File: src/rtl/seu_event_counter_mc.sv
// seu_event_counter_mc: multi-channel SEU event counter.
// Each channel synchronises its asynchronous SEU input, stretches it through a
// hold-window glitch filter, and counts rising edges of the filtered level.
// Counters can be snapshotted atomically into shadow registers and read back
// through a two-stage read pipeline.
// Build option: define SEU_CNT_SATURATE_EN to make counters stick at all-ones
// on overflow instead of wrapping to zero.

// Per-channel datapath: synchroniser, glitch filter, event counter, shadow.
module seu_event_counter_mc_lane #(
  parameter int CW          = 32,
  parameter int FILT        = 7,
  parameter int SYNC_STAGES = 2
) (
  input  logic          clk,
  input  logic          rst,
  input  logic          seu_in,
  input  logic          ch_en,
  input  logic          clr,
  input  logic          snap,
  output logic          filt_q,
  output logic [CW-1:0] shd_cnt,
  output logic          shd_ovf
);
  localparam logic [7:0] FILT_L = 8'(FILT);

  logic [SYNC_STAGES-1:0] sync_q;
  logic [7:0]             hold_q;
  logic                   filt_d;
  logic [CW-1:0]          cnt_q;
  logic                   ovf_q;
  logic                   synced;
  logic                   inc;

  assign synced = sync_q[SYNC_STAGES-1];
  // a filtered rising edge is detected one cycle after filt_q rises
  assign inc    = filt_q & ~filt_d & ch_en;

  // synchroniser chain for the asynchronous SEU input
  always_ff @(posedge clk or posedge rst)
    if (rst) sync_q <= '0;
    else     sync_q <= {sync_q[SYNC_STAGES-2:0], seu_in};

  // hold-window filter: any high sample re-arms the window
  always_ff @(posedge clk or posedge rst)
    if (rst) begin
      hold_q <= '0;
      filt_q <= 1'b0;
    end else if (synced) begin
      hold_q <= FILT_L;
      filt_q <= 1'b1;
    end else if (hold_q != 8'd0) begin
      hold_q <= hold_q - 8'd1;
    end else begin
      filt_q <= 1'b0;
    end

  // previous filtered level for edge detection
  always_ff @(posedge clk or posedge rst)
    if (rst) filt_d <= 1'b0;
    else     filt_d <= filt_q;

  // event counter with sticky overflow; clear beats a same-cycle increment
  always_ff @(posedge clk or posedge rst)
    if (rst) begin
      cnt_q <= '0;
      ovf_q <= 1'b0;
    end else if (clr) begin
      cnt_q <= '0;
      ovf_q <= 1'b0;
    end else if (inc) begin
      if (&cnt_q) begin
        ovf_q <= 1'b1;
`ifdef SEU_CNT_SATURATE_EN
        cnt_q <= cnt_q;
`else
        cnt_q <= '0;
`endif
      end else begin
        cnt_q <= cnt_q + 1'b1;
      end
    end

  // shadow copy takes the pre-update counter value, so snap+clr is read-and-clear
  always_ff @(posedge clk or posedge rst)
    if (rst) begin
      shd_cnt <= '0;
      shd_ovf <= 1'b0;
    end else if (snap) begin
      shd_cnt <= cnt_q;
      shd_ovf <= ovf_q;
    end
endmodule

// Top: NCH lanes plus the shared shadow read port.
module seu_event_counter_mc #(
  parameter int NCH         = 4,
  parameter int CW          = 32,
  parameter int FILT        = 7,
  parameter int SYNC_STAGES = 2
) (
  input  logic           clk,
  input  logic           rst,
  input  logic [NCH-1:0] seu_in,
  input  logic [NCH-1:0] ch_en,
  input  logic           clr,
  input  logic           snap,
  input  logic           rd_req,
  input  logic [3:0]     rd_sel,
  output logic           rd_valid,
  output logic [CW-1:0]  rd_data,
  output logic           rd_ovf,
  output logic           rd_err,
  output logic [NCH-1:0] seu_active
);
  typedef struct packed {
    logic [CW-1:0] data;
    logic          ovf;
    logic          err;
  } rd_rsp_t;

  logic [NCH-1:0][CW-1:0] shd_cnt;
  logic [NCH-1:0]         shd_ovf;
  logic [1:0]             vld_pipe;
  rd_rsp_t                sel_rsp;
  rd_rsp_t                rsp_q;

  for (genvar g = 0; g < NCH; g++) begin : g_lane
    seu_event_counter_mc_lane #(
      .CW(CW), .FILT(FILT), .SYNC_STAGES(SYNC_STAGES)
    ) u_lane (
      .clk    (clk),
      .rst    (rst),
      .seu_in (seu_in[g]),
      .ch_en  (ch_en[g]),
      .clr    (clr),
      .snap   (snap),
      .filt_q (seu_active[g]),
      .shd_cnt(shd_cnt[g]),
      .shd_ovf(shd_ovf[g])
    );
  end

  // shadow select; out-of-range channels read as zero with the error flag
  always_comb begin
    sel_rsp     = '0;
    sel_rsp.err = ({28'd0, rd_sel} >= 32'(NCH));
    for (int i = 0; i < NCH; i++)
      if (rd_sel == 4'(i)) begin
        sel_rsp.data = shd_cnt[i];
        sel_rsp.ovf  = shd_ovf[i];
      end
  end

  // read pipeline: capture at the request edge, present one edge later;
  // outputs only move when a response is delivered, so they hold otherwise
  always_ff @(posedge clk or posedge rst)
    if (rst) begin
      vld_pipe <= '0;
      rsp_q    <= '0;
      rd_data  <= '0;
      rd_ovf   <= 1'b0;
      rd_err   <= 1'b0;
    end else begin
      vld_pipe <= {vld_pipe[0], rd_req};
      if (rd_req) rsp_q <= sel_rsp;
      if (vld_pipe[0]) begin
        rd_data <= rsp_q.data;
        rd_ovf  <= rsp_q.ovf;
        rd_err  <= rsp_q.err;
      end
    end

  assign rd_valid = vld_pipe[1];
endmodule

File: config.mk
export PLATFORM = sky130hd
export DESIGN_NAME = seu_event_counter_mc
export DESIGN_NICKNAME = d
export VERILOG_FILES = /design/src/rtl/seu_event_counter_mc.sv
export SDC_FILE = /design/constraint.sdc
export NUM_CORES = 1
export LEC_CHECK = 0
export ABC_AREA = 0
export BUFFER_PORTS_ARGS = -buffer_cell sky130_fd_sc_hd__buf_2
export CAP_MARGIN = 20
export CORE_ASPECT_RATIO = 0.8
export CORE_UTILIZATION = 55
export DETAILED_ROUTE_END_ITERATION = 10
export PLACE_DENSITY_LB_ADDON = 0.15
export SLEW_MARGIN = 20
export SYNTH_ARGS = -nofsm -noshare
export SYNTH_HDL_FRONTEND = slang
export SYNTH_HIERARCHICAL = 1
export SYNTH_SLANG_ARGS = --single-unit
File: constraint.sdc
create_clock -name clk -period 2.4 [get_ports clk]
set_clock_uncertainty 0.15 [all_clocks]
set_input_delay 0.36 -clock clk [delete_from_list [all_inputs] [get_ports clk]]
set_output_delay 0.36 -clock clk [all_outputs]
set_load 0.01 [all_outputs]
==> summary.txt <==
Critical path
  • Critical Path Fanout Max: 11
  • CP endpoint kind: flip-flop
  • Critical path class: flip-flop to flip-flop
  • Critical Path RT: 2.72 ns
  • CP arrival: 2.57 ns
  • Worst reg2reg setup slack: around 0.14 ns
  • Critical Path Start Type: flip-flop

Logic synthesis
  • Ys flop type: dfrtp_1
  • Cell area after synthesis: approximately 17000 sq um
  • Post-synth cell types: 61
  • Yosys warning total: 6
  • Largest family of logic cells by synthesized area: simple AND/OR/NAND/NOR gates
  • Synth Area in Compound Gates: 6.24%
  • Syn nets: 1527
  • Xor/xnor share of the synthesized area: 6.78%
  • Syn Area/Cell: 11.6 sq um
  • Post-synth EDFFs: 0
  • Simple-gate share of the synthesized area: 15.8%
  • #FFs+latches synth: 382
  • Post-Synthesis Cells: 1498
  • Sequential share of the synthesized area: 55.2%
  • Async S/R FF share, synth: 100%
  • Area share of fa/ha/maj cells after synthesis: 0.867%
  • Post-synthesis mux area share: a little under an eighth

Route
  • DRT iter0 DRCs: 843
  • # DRC: 0
  • DR vias: 11800
  • Routed WL: 40900 microns
  • First-pass DRT Iterations: 7
  • WL/cell: roughly 20 microns
  • Drt via density: 5.79
  • Final ANT Viol Nets: 0

Floorplanning
  • DIE AREA: 32200 sq um
  • Die height: around 160 microns
  • Width of the chip: 200 microns
  • Initial Utilization: about 56%
  • Number of I/O pins: 56
  • FP Rows: 57
  • Core Region: 30700 sq um

Clock tree
  • CTS tree: yes
  • Clk sink count: 382
  • Root Buffer: clkbuf_16
  • Total CTS buffers: 39
  • H-tree lvl count: 2
  • Skew-Pair Late Insertion Delay: 0.54 ns
  • Clock slew at reported path FFs: 0.06 ns
  • CTS Buffer Depth: 3

STA
  • Final setup viols: 0
  • Post-route setup TNS: 0 ns
  • Final Hold Vio Count: 0
  • Slew Limit Fails: 0
  • Worst-Margin Slew: around 0.84 ns
  • Highest clock rate: about 440 MHz
  • Final worst path period share: between 90% and 100%
  • Minimum clock period: 2.26 ns
  • Rel. slew slack: a little over two fifths
  • RSZ-0062 raised after global routing: false

Power and ir drop
  • Power, Total: 13400 uW
  • Pwr/cell area: 680 nW/um^2
  • Pleak: 0.00879 uW
  • Max IR drop VDD: 0.514 mV

Finish
  • Area Growth Syn to Fin: 14.2%
  • Fin nets: 1619
  • Commonest cells after routing, fill and taps aside: 382 x dfrtp_1, 197 x nor2_1, 173 x mux2_2, 111 x xnor2_1, 54 x buf_2
  • Commonest non-fill, non-tap cell in the layout: dfrtp_1
  • Layout cells sized above 1: 24.2%

Place
  • Gpl congestion: roughly 0.84
  • I/O Buffers: 55
  • Detailed placement HPWL: roughly 29000 microns

Global route
  • All-Layer GR Usage: about a quarter
  • Gr ovfl total: 0
  • Vias in the first global route: 11800
  • First-pass GRT wire length: 66600 microns
  • Pin count of the biggest net entering global routing: 91
  • Initial antenna violation count: 0

Flow run
  • Max cap viols: 0

Min path
  • Hold Crit Class: primary input to flip-flop

Run status
  • Status: completed
[cell type report]
type	count	area [sq um]
Antenna cell	2	5.00
Clock buffer	56	1150
Clock inverter	9	129
Fill cell	2356	10900
Inverter	47	191
Multi-Input combinational cell	996	7230
Sequential cell	382	9560
Tap cell	413	517
Timing Repair Buffer	124	983
[worst max-delay path, stage by stage (launching register included)]
cell and delay [ns]:
dfrtp_1 0.44, nand4_2 0.18, or4_4 0.64, or2_4 0.29, or3_1 0.35, a21oi_1 0.15
[per-stage QoR]
| stage | worst slack, ns | instance area [sq um] | std cells | utilization [%] | hold WS [ns] |
|---|---|---|---|---|---|
| after global placement | 0.200 | 18400 | 1956 | 60.1 | 0.182 |
| after CTS | 0.0821 | 19700 | 2026 | 64.4 | 0.0807 |
| after detailed placement | 0.0965 | 18400 | 1956 | 60.1 | 0.185 |
| final | 0.144 | 19800 | 2029 | 64.5 | 0.103 |
| after global routing | 0.000531 | 19800 | 2027 | 64.5 | 0.118 |
| after floorplan | 0.122 | 17300 | 1498 | - | 0.181 |
[kinds of logic after synthesis]
logic type / after synthesis
multiplexers: 181
AND/OR/NAND/NOR: 515
flip-flops: 382
AO/OA/AOI/OAI: 154
buffers and inverters: 120
XOR/XNOR: 134
adder cells (fa/ha/maj): 12
[path summary, 6_finish.rpt]
check / end / startpoint / cells past startpoint
min reg2reg: g_lane[0].u_lane/sync_q[1] / g_lane[0].u_lane/sync_q[0] / 0
max reg2reg: g_lane[3].u_lane/cnt_q[29] / g_lane[3].u_lane/cnt_q[4] / 5
max: g_lane[3].u_lane/cnt_q[29] / g_lane[3].u_lane/cnt_q[4] / 5
min in group asynchronous: rd_data[3] / rst / 3
min: rsp_q[26] / rd_req / 2
max in group asynchronous: rd_data[24] / rst / 4
[state kept, by name, summed over array words and instances, names as in the netlist]
register               count
g_lane.u_lane/ovf_q        4
g_lane.u_lane/sync_q       8
rsp_q                     34
g_lane.u_lane/shd_ovf      4
rd_data                   32
rd_err                     1
g_lane.u_lane/cnt_q      128
g_lane.u_lane/filt_d       4
rd_ovf                     1
vld_pipe                   2
g_lane.u_lane/filt_q       4
g_lane.u_lane/hold_q      32
g_lane.u_lane/shd_cnt    128
[report_power, final]
| part | internal [uW] | switching [uW] |
|---|---|---|
| Clock | 3650 | 2480 |
| Sequential | 6530 | 77.5 |
| Combinational | 253 | 448 |
| Total | 10400 | 3000 |
[cells in the mapped netlist, types with 5 or more instances]
master,count,area [sq um]
buf_2,26,130
nand4bb_1,5,56.3
inv_1,47,176
xor2_1,23,201
o21ai_1,34,170
and3_1,12,75.1
a222oi_1,9,90.1
mux2_2,173,1950
nand4_1,18,113
nand2b_1,22,138
clkbuf_1,35,131
dfrtp_1,382,9560
xnor2_1,111,972
nor3_1,46,230
nor4_1,45,282
or3_1,12,75.1
or2_2,6,37.5
nand3_1,50,250
o2bb2ai_1,19,166
ha_1,12,150
and4_1,13,114
nor2_1,197,739
buf_6,5,56.3
nand2_1,39,146
o21ai_0,6,30.0
a32oi_1,17,149
nand4b_1,7,61.3
o21bai_1,5,37.5
a21o_1,7,52.6
a21oi_1,29,145
[routing by layer]
| layer | global-route usage, % | vias to the layer above | part of all wire [%] |
|---|---|---|---|
| li1 | - | 5495 | - |
| met1 | 40.3 | 5911 | 48 |
| met2 | 39.6 | 291 | 45 |
| met3 | 3.98 | 55 | 5.3 |
| met4 | 7.11 | 0 | 2.1 |
| met5 | 0 | - | 0 |
[timing repair]
| item | CTS | global route |
|---|---|---|
| hold buffers | 5 | 0 |
| hold endpoints to repair | 174 | 0 |
| endpoints found under the setup margin | 0 | 54 |
| resized for setup | 0 | 2 |
| setup buffers | 0 | 1 |
No activity file was read; power rests on OpenSTA's default activity.
